===== src/rtl/assoc_cache.sv =====
// assoc_cache: N-way set-associative, write-back, write-allocate data cache
// with round-robin replacement and a variable-latency memory handshake.
// One word per line. A miss raises stall until the line is resident again.
module assoc_cache #(
    parameter int ADDR_W = 32,
    parameter int DATA_W = 32,
    parameter int SETS   = 16,
    parameter int WAYS   = 2
) (
    input  logic              clk,
    input  logic              rst,
    input  logic [ADDR_W-1:0] addr,
    input  logic [DATA_W-1:0] wdata,
    input  logic              wenable,
    input  logic              renable,
    output logic [DATA_W-1:0] rdata,
    output logic              stall,
    output logic              hit,
    output logic              mem_wenable,
    output logic              mem_renable,
    output logic [DATA_W-1:0] mem_wdata,
    input  logic [DATA_W-1:0] mem_rdata,
    output logic [ADDR_W-1:0] mem_addr,
    input  logic              mem_ready
);

    localparam int IDX_W = $clog2(SETS);
    localparam int TAG_W = ADDR_W - 2 - IDX_W;
    localparam int WAY_W = (WAYS > 1) ? $clog2(WAYS) : 1;

    typedef enum logic [1:0] {
        ST_IDLE      = 2'd0,
        ST_WRITEBACK = 2'd1,
        ST_REFILL    = 2'd2
    } state_e;

    state_e             state_q, state_d;
    logic [WAY_W-1:0]   victim_q, victim_d;
    logic               from_ptr_q, from_ptr_d;

    logic               valid_q [SETS][WAYS];
    logic               valid_d [SETS][WAYS];
    logic               dirty_q [SETS][WAYS];
    logic               dirty_d [SETS][WAYS];
    logic [TAG_W-1:0]   tag_q   [SETS][WAYS];
    logic [TAG_W-1:0]   tag_d   [SETS][WAYS];
    logic [DATA_W-1:0]  data_q  [SETS][WAYS];
    logic [DATA_W-1:0]  data_d  [SETS][WAYS];
    logic [WAY_W-1:0]   ptr_q   [SETS];
    logic [WAY_W-1:0]   ptr_d   [SETS];

    logic [IDX_W-1:0]   idx_s;
    logic [TAG_W-1:0]   tag_s;
    logic               req_s;
    logic               lookup_hit_s;
    logic [WAY_W-1:0]   hit_way_s;
    logic               any_invalid_s;
    logic [WAY_W-1:0]   inv_way_s;
    logic [WAY_W-1:0]   victim_s;

    logic [DATA_W-1:0]  rdata_s;
    logic               stall_s;
    logic               hit_s;
    logic               mem_we_s;
    logic               mem_re_s;
    logic [DATA_W-1:0]  mem_wdata_s;
    logic [ADDR_W-1:0]  mem_addr_s;
    logic               unused_s;

    assign idx_s    = addr[2 +: IDX_W];
    assign tag_s    = addr[ADDR_W-1 -: TAG_W];
    assign req_s    = wenable | renable;
    assign unused_s = ^addr[1:0];

    // Tag compare across the indexed set and pick the lowest invalid way as fallback victim.
    always_comb begin
        lookup_hit_s  = 1'b0;
        hit_way_s     = '0;
        any_invalid_s = 1'b0;
        inv_way_s     = '0;
        for (int w = 0; w < WAYS; w++) begin
            hit_way_s     = (valid_q[idx_s][w] && (tag_q[idx_s][w] == tag_s)) ? WAY_W'(w) : hit_way_s;
            lookup_hit_s  = lookup_hit_s | (valid_q[idx_s][w] && (tag_q[idx_s][w] == tag_s));
            inv_way_s     = (!valid_q[idx_s][w] && !any_invalid_s) ? WAY_W'(w) : inv_way_s;
            any_invalid_s = any_invalid_s | !valid_q[idx_s][w];
        end
        victim_s = any_invalid_s ? inv_way_s : ptr_q[idx_s];
    end

    // Next-state, line update and output decode for the miss-handling FSM.
    always_comb begin
        state_d     = state_q;
        victim_d    = victim_q;
        from_ptr_d  = from_ptr_q;
        valid_d     = valid_q;
        dirty_d     = dirty_q;
        tag_d       = tag_q;
        data_d      = data_q;
        ptr_d       = ptr_q;
        rdata_s     = '0;
        stall_s     = 1'b0;
        hit_s       = 1'b0;
        mem_we_s    = 1'b0;
        mem_re_s    = 1'b0;
        mem_wdata_s = '0;
        mem_addr_s  = '0;
        case (state_q)
            ST_IDLE: begin
                if (req_s && lookup_hit_s) begin
                    hit_s = 1'b1;
                    if (wenable) begin
                        data_d[idx_s][hit_way_s]  = wdata;
                        dirty_d[idx_s][hit_way_s] = 1'b1;
                    end else begin
                        rdata_s = data_q[idx_s][hit_way_s];
                    end
                end else if (req_s) begin
                    // Miss: latch the victim now; dirty victims go out before the refill.
                    stall_s    = 1'b1;
                    victim_d   = victim_s;
                    from_ptr_d = !any_invalid_s;
                    if (valid_q[idx_s][victim_s] && dirty_q[idx_s][victim_s]) begin
                        state_d = ST_WRITEBACK;
                    end else begin
                        state_d = ST_REFILL;
                    end
                end else begin
                    state_d = ST_IDLE;
                end
            end
            ST_WRITEBACK: begin
                stall_s     = 1'b1;
                mem_we_s    = 1'b1;
                mem_addr_s  = {tag_q[idx_s][victim_q], idx_s, 2'b00};
                mem_wdata_s = data_q[idx_s][victim_q];
                if (mem_ready) begin
                    state_d = ST_REFILL;
                end else begin
                    state_d = ST_WRITEBACK;
                end
            end
            ST_REFILL: begin
                stall_s    = 1'b1;
                mem_re_s   = 1'b1;
                mem_addr_s = {addr[ADDR_W-1:2], 2'b00};
                if (mem_ready) begin
                    // A store-miss installs the store data directly and leaves the line dirty.
                    valid_d[idx_s][victim_q] = 1'b1;
                    tag_d[idx_s][victim_q]   = tag_s;
                    data_d[idx_s][victim_q]  = wenable ? wdata : mem_rdata;
                    dirty_d[idx_s][victim_q] = wenable;
                    if (from_ptr_q && (WAYS > 1)) begin
                        ptr_d[idx_s] = ptr_q[idx_s] + WAY_W'(1);
                    end else begin
                        ptr_d[idx_s] = ptr_q[idx_s];
                    end
                    state_d = ST_IDLE;
                end else begin
                    state_d = ST_REFILL;
                end
            end
            default: begin
                state_d = ST_IDLE;
            end
        endcase
    end

    // FSM, victim bookkeeping, valid/dirty bits and round-robin pointers; cleared by reset.
    always_ff @(posedge clk or negedge rst) begin
        if (!rst) begin
            state_q    <= ST_IDLE;
            victim_q   <= '0;
            from_ptr_q <= 1'b0;
            for (int s = 0; s < SETS; s++) begin
                ptr_q[s] <= '0;
                for (int w = 0; w < WAYS; w++) begin
                    valid_q[s][w] <= 1'b0;
                    dirty_q[s][w] <= 1'b0;
                end
            end
        end else begin
            state_q    <= state_d;
            victim_q   <= victim_d;
            from_ptr_q <= from_ptr_d;
            ptr_q      <= ptr_d;
            valid_q    <= valid_d;
            dirty_q    <= dirty_d;
        end
    end

    // Tag and data arrays; contents are meaningless until the valid bit is set.
    always_ff @(posedge clk) begin
        tag_q  <= tag_d;
        data_q <= data_d;
    end

    // Outputs are forced low while reset is asserted so an abandoned miss releases memory at once.
    assign rdata       = {DATA_W{rst}} & rdata_s;
    assign stall       = rst & stall_s;
    assign hit         = rst & hit_s;
    assign mem_wenable = rst & mem_we_s;
    assign mem_renable = rst & mem_re_s;
    assign mem_wdata   = {DATA_W{rst}} & mem_wdata_s;
    assign mem_addr    = {ADDR_W{rst}} & mem_addr_s;

endmodule


===== config.mk =====
export PLATFORM = sky130hd
export DESIGN_NAME = assoc_cache
export DESIGN_NICKNAME = d
export VERILOG_FILES = /design/src/rtl/assoc_cache.sv
export SDC_FILE = /design/constraint.sdc
export NUM_CORES = 2
export LEC_CHECK = 0
export CAP_MARGIN = 20
export CORE_ASPECT_RATIO = 0.6
export CORE_MARGIN = 8
export CORE_UTILIZATION = 35
export DETAILED_ROUTE_END_ITERATION = 10
export PLACE_DENSITY = 0.55
export SLEW_MARGIN = 20
export SYNTH_ARGS = -nofsm -noshare
export SYNTH_HDL_FRONTEND = slang
export SYNTH_SLANG_ARGS = --single-unit

===== constraint.sdc =====
create_clock -name clk -period 7.2 [get_ports clk]
set_clock_uncertainty 0.2 [all_clocks]
set_input_delay 1.44 -clock clk [delete_from_list [all_inputs] [get_ports clk]]
set_output_delay 1.44 -clock clk [all_outputs]
set_load 0.005 [all_outputs]

==> run metrics <==
status complete, but fails checks; failing checks setup timing; met1 usage 35.6%; CP endpoint kind output port; first-pass GRT wire length 464000 µm; slack of the critical path -0.201 ns; Worst Max-Slew Pin Slew approximately 1.2 ns; M2 GR Usage 33.0%; Req. time, crit path 5.56 ns; DRC Markers 0; Yosys warnings 0; LEAKAGE ~32 nW; register area share after synthesis 65.8%; Worst VDD drop 0.190 mV; Via Count about 61000; flops & latches, synth 1940; dpl hpwl 205000 µm; total power per unit cell area between 200 and 300 nW/µm²; total congestion overflow 0; crit path time final 7.40 ns; Die Width approximately 660 µm; IO Pins 201; Fillers 22471; Core ar. roughly 250000 µm²; iteration-0 DRC count of the detailed router 10357; register cell area after layout just under 60000 µm²; post-route insts no fill 9466; area grow syn2layout 17.8%; Post-Syn Instances 5695; initial antenna violation count 16; clock tree sinks 1940; most common flop cell mapped by yosys edfxtp_1; netlist area before placement 87900 µm²; maximum clock insertion buffer count 4; final net count 6121; Hold/Removal Path Class register to register; initial core utilization 35.2%; CTS tree built; Slew HR 20.6%; GP Congestion 0.930; Clock transition at path regs approximately 0.060 ns; I/O Buffers 196; multi-input logic area 28000 µm²; Routed Antenna Nets 0; largest cells by area after synthesis edfxtp_1 (63%), mux4_2 (13%), o22ai_1 (7.4%); RSZ-0062 raised after global routing true; Arr. time, crit path 5.76 ns; largest net degree at the start of global routing just over 100; Yosys cell types between 80 and 90; FFs w/ async S/R, synth 4.33%; CTS root buf clkbuf_16; vias in the first global route ~59000; share of the synthesized area in the top cell type 63.4%; final hold vios 0; full die area about 270000 µm²; Die Ht 404 µm; Clock H-tree levels 4; global routing's busiest layer met1; CP Class input port to output port; Total GRT Usage between 20% and 30%; layout cells sized above 1 a little over a quarter; Post-Route WL ~340000 µm; CP Launch Type input port; max-cap viol count 0; total CTS buffers 191; Post-CTS Hold Buffers 0; Critical Path Fanout Max 16; placed cell count approximately 9000; clk_lat worst skew 0.86 ns; number of synthesized flops with an enable pin 1856; first drt pass iteration count 6; Routed wire per std cell around 35 µm; hold_ws 0.263 ns; largest area contributor in the netlist edfxtp_1; Avg Cell Area, Syn between 15 and 20 µm²; final worst path period share 103%; final setup violating endpoints 17; Peak Freq approximately 140 MHz; DR vias/cell around 6.5; number of cell rows 142; M3 GR Usage 7.80%; Final Slew Violations 0
## cells in the final DEF (no fill, tap or decap), types with 72 or more instances in the layout
cell / netlist / routed
a21oi_1: 101 / 84
buf_12: 4 / 83
buf_4: 13 / 491
clkbuf_16: 0 / 193
clkdlybuf4s50_1: 0 / 156
dfrtp_1: 84 / 83
edfxtp_1: 1856 / 1856
mux2_2: 72 / 72
mux2i_1: 156 / 147
mux4_2: 489 / 489
nand2_1: 370 / 282
nand2_2: 0 / 82
nor2_1: 136 / 104
o22ai_1: 1047 / 1046
## stage by stage
stage	util [%]	power, mW	TNS (ns)	cell area (µm²)	setup slack [ns]
floorplan	-	15.6	-46.36	88000	-0.483
finish	41.5	27.1	-1.58	104000	-0.201
CTS	41.3	27.0	-0.467	103000	-0.226
global placement	38.9	17.5	-15.74	97200	-0.502
detailed placement	38.9	17.6	-17.75	97200	-0.562
global route	41.5	27.8	-2.50	104000	-0.226
## cell type report
class	instances	share of cell area [%]
flip-flops and latches	1940	55.8
multi-input cells	3044	27.1
repair buffers	796	7.50
clock buffers	243	4.87
well taps	3312	4.00
clock inverters	84	0.545
inverters	43	0.170
diodes	4	0.00966
## worst paths after layout
path                        startpoint          end  slack [ns]  cells past startpoint
max                            addr[2]    rdata[19]       -0.20                     15
max reg2reg                   tag_q[0]  data_q[744]        1.87                     15
min in group asynchronous          rst  valid_q[27]        0.45                      1
min                        valid_q[15]  valid_q[15]        0.26                      1
max in group asynchronous          rst  valid_q[12]        5.20                      2
min reg2reg                valid_q[15]  valid_q[15]        0.26                      1
## sequential cells by signal, indices dropped and copies added, names as in the netlist
register	flops
data_q	1024
tag_q	832
dirty_q	32
valid_q	32
ptr_q	16
state_q	2
from_ptr_q	1
victim_q	1
## worst max-delay path: stages
cell and delay (ns):
buf_16 0.14, buf_16 0.17, buf_16 0.18, buf_4 0.17, mux2_2 0.22, o22ai_1 0.10, or4b_2 0.63, o211ai_1 0.28
a21boi_2 0.28, nand2_1 0.09, or4_4 0.60, a2111o_2 0.57, buf_12 0.18, a21oi_2 0.14, clkdlybuf4s50_1 0.52
## power breakdown
part | switching, mW | internal [mW]
registers | 0.186 | 12.6
logic | 3.28 | 1.46
clock network | 4.37 | 5.17
## Yosys cell counts (6+ instances only)
cell / instances
a2111oi_0: 6
a211oi_1: 32
a21oi_1: 101
a21oi_2: 30
a221oi_1: 14
a22oi_1: 60
a311oi_1: 12
a31oi_1: 53
and3_1: 7
buf_1: 75
buf_2: 34
buf_4: 13
buf_6: 15
buf_8: 10
clkbuf_1: 518
dfrtp_1: 84
edfxtp_1: 1856
inv_1: 37
mux2_2: 72
mux2i_1: 156
mux4_2: 489
nand2_1: 370
nand2b_1: 22
nand3_1: 52
nand4_1: 12
nor2_1: 136
nor2b_1: 18
nor3_1: 80
nor4_1: 8
o211ai_1: 13
o21ai_0: 67
o22ai_1: 1047
o31ai_1: 10
or2_2: 25
or3_1: 6
or4_1: 7
xnor2_1: 30
xor2_1: 15
## logic make-up (layout without fill, tap and decap cells)
kind of cell / Yosys count / after routing / share of synthesized area, %
compound gates: 1509 / 1509 / 11.1
flops: 1940 / 1940 / 65.8
buf+inv: 712 / 1166 / 3.47
simple gates: 763 / 763 / 3.87
fa+ha+maj: 4 / 4 / 0.0569
mux: 721 / 721 / 15.3
other cells: 1 / 6 / 0.00426
xor+xnor: 45 / 45 / 0.448
## metal layers
metal | vias to the layer above | routed length (µm)
li1 | 24111 | -
met4 | 6 | 11400
met2 | 4744 | 135000
met3 | 645 | 49000
met1 | 31917 | 140000
met5 | - | 34
## repair_timing
action                                  4_1_cts  5_1_grt
cloned                                        4        0
resized for setup                            89       45
setup buffers                                13       11
pin swaps                                     3       10
endpoints found under the setup margin       41       42
No activity file was read; power rests on OpenSTA's default activity.
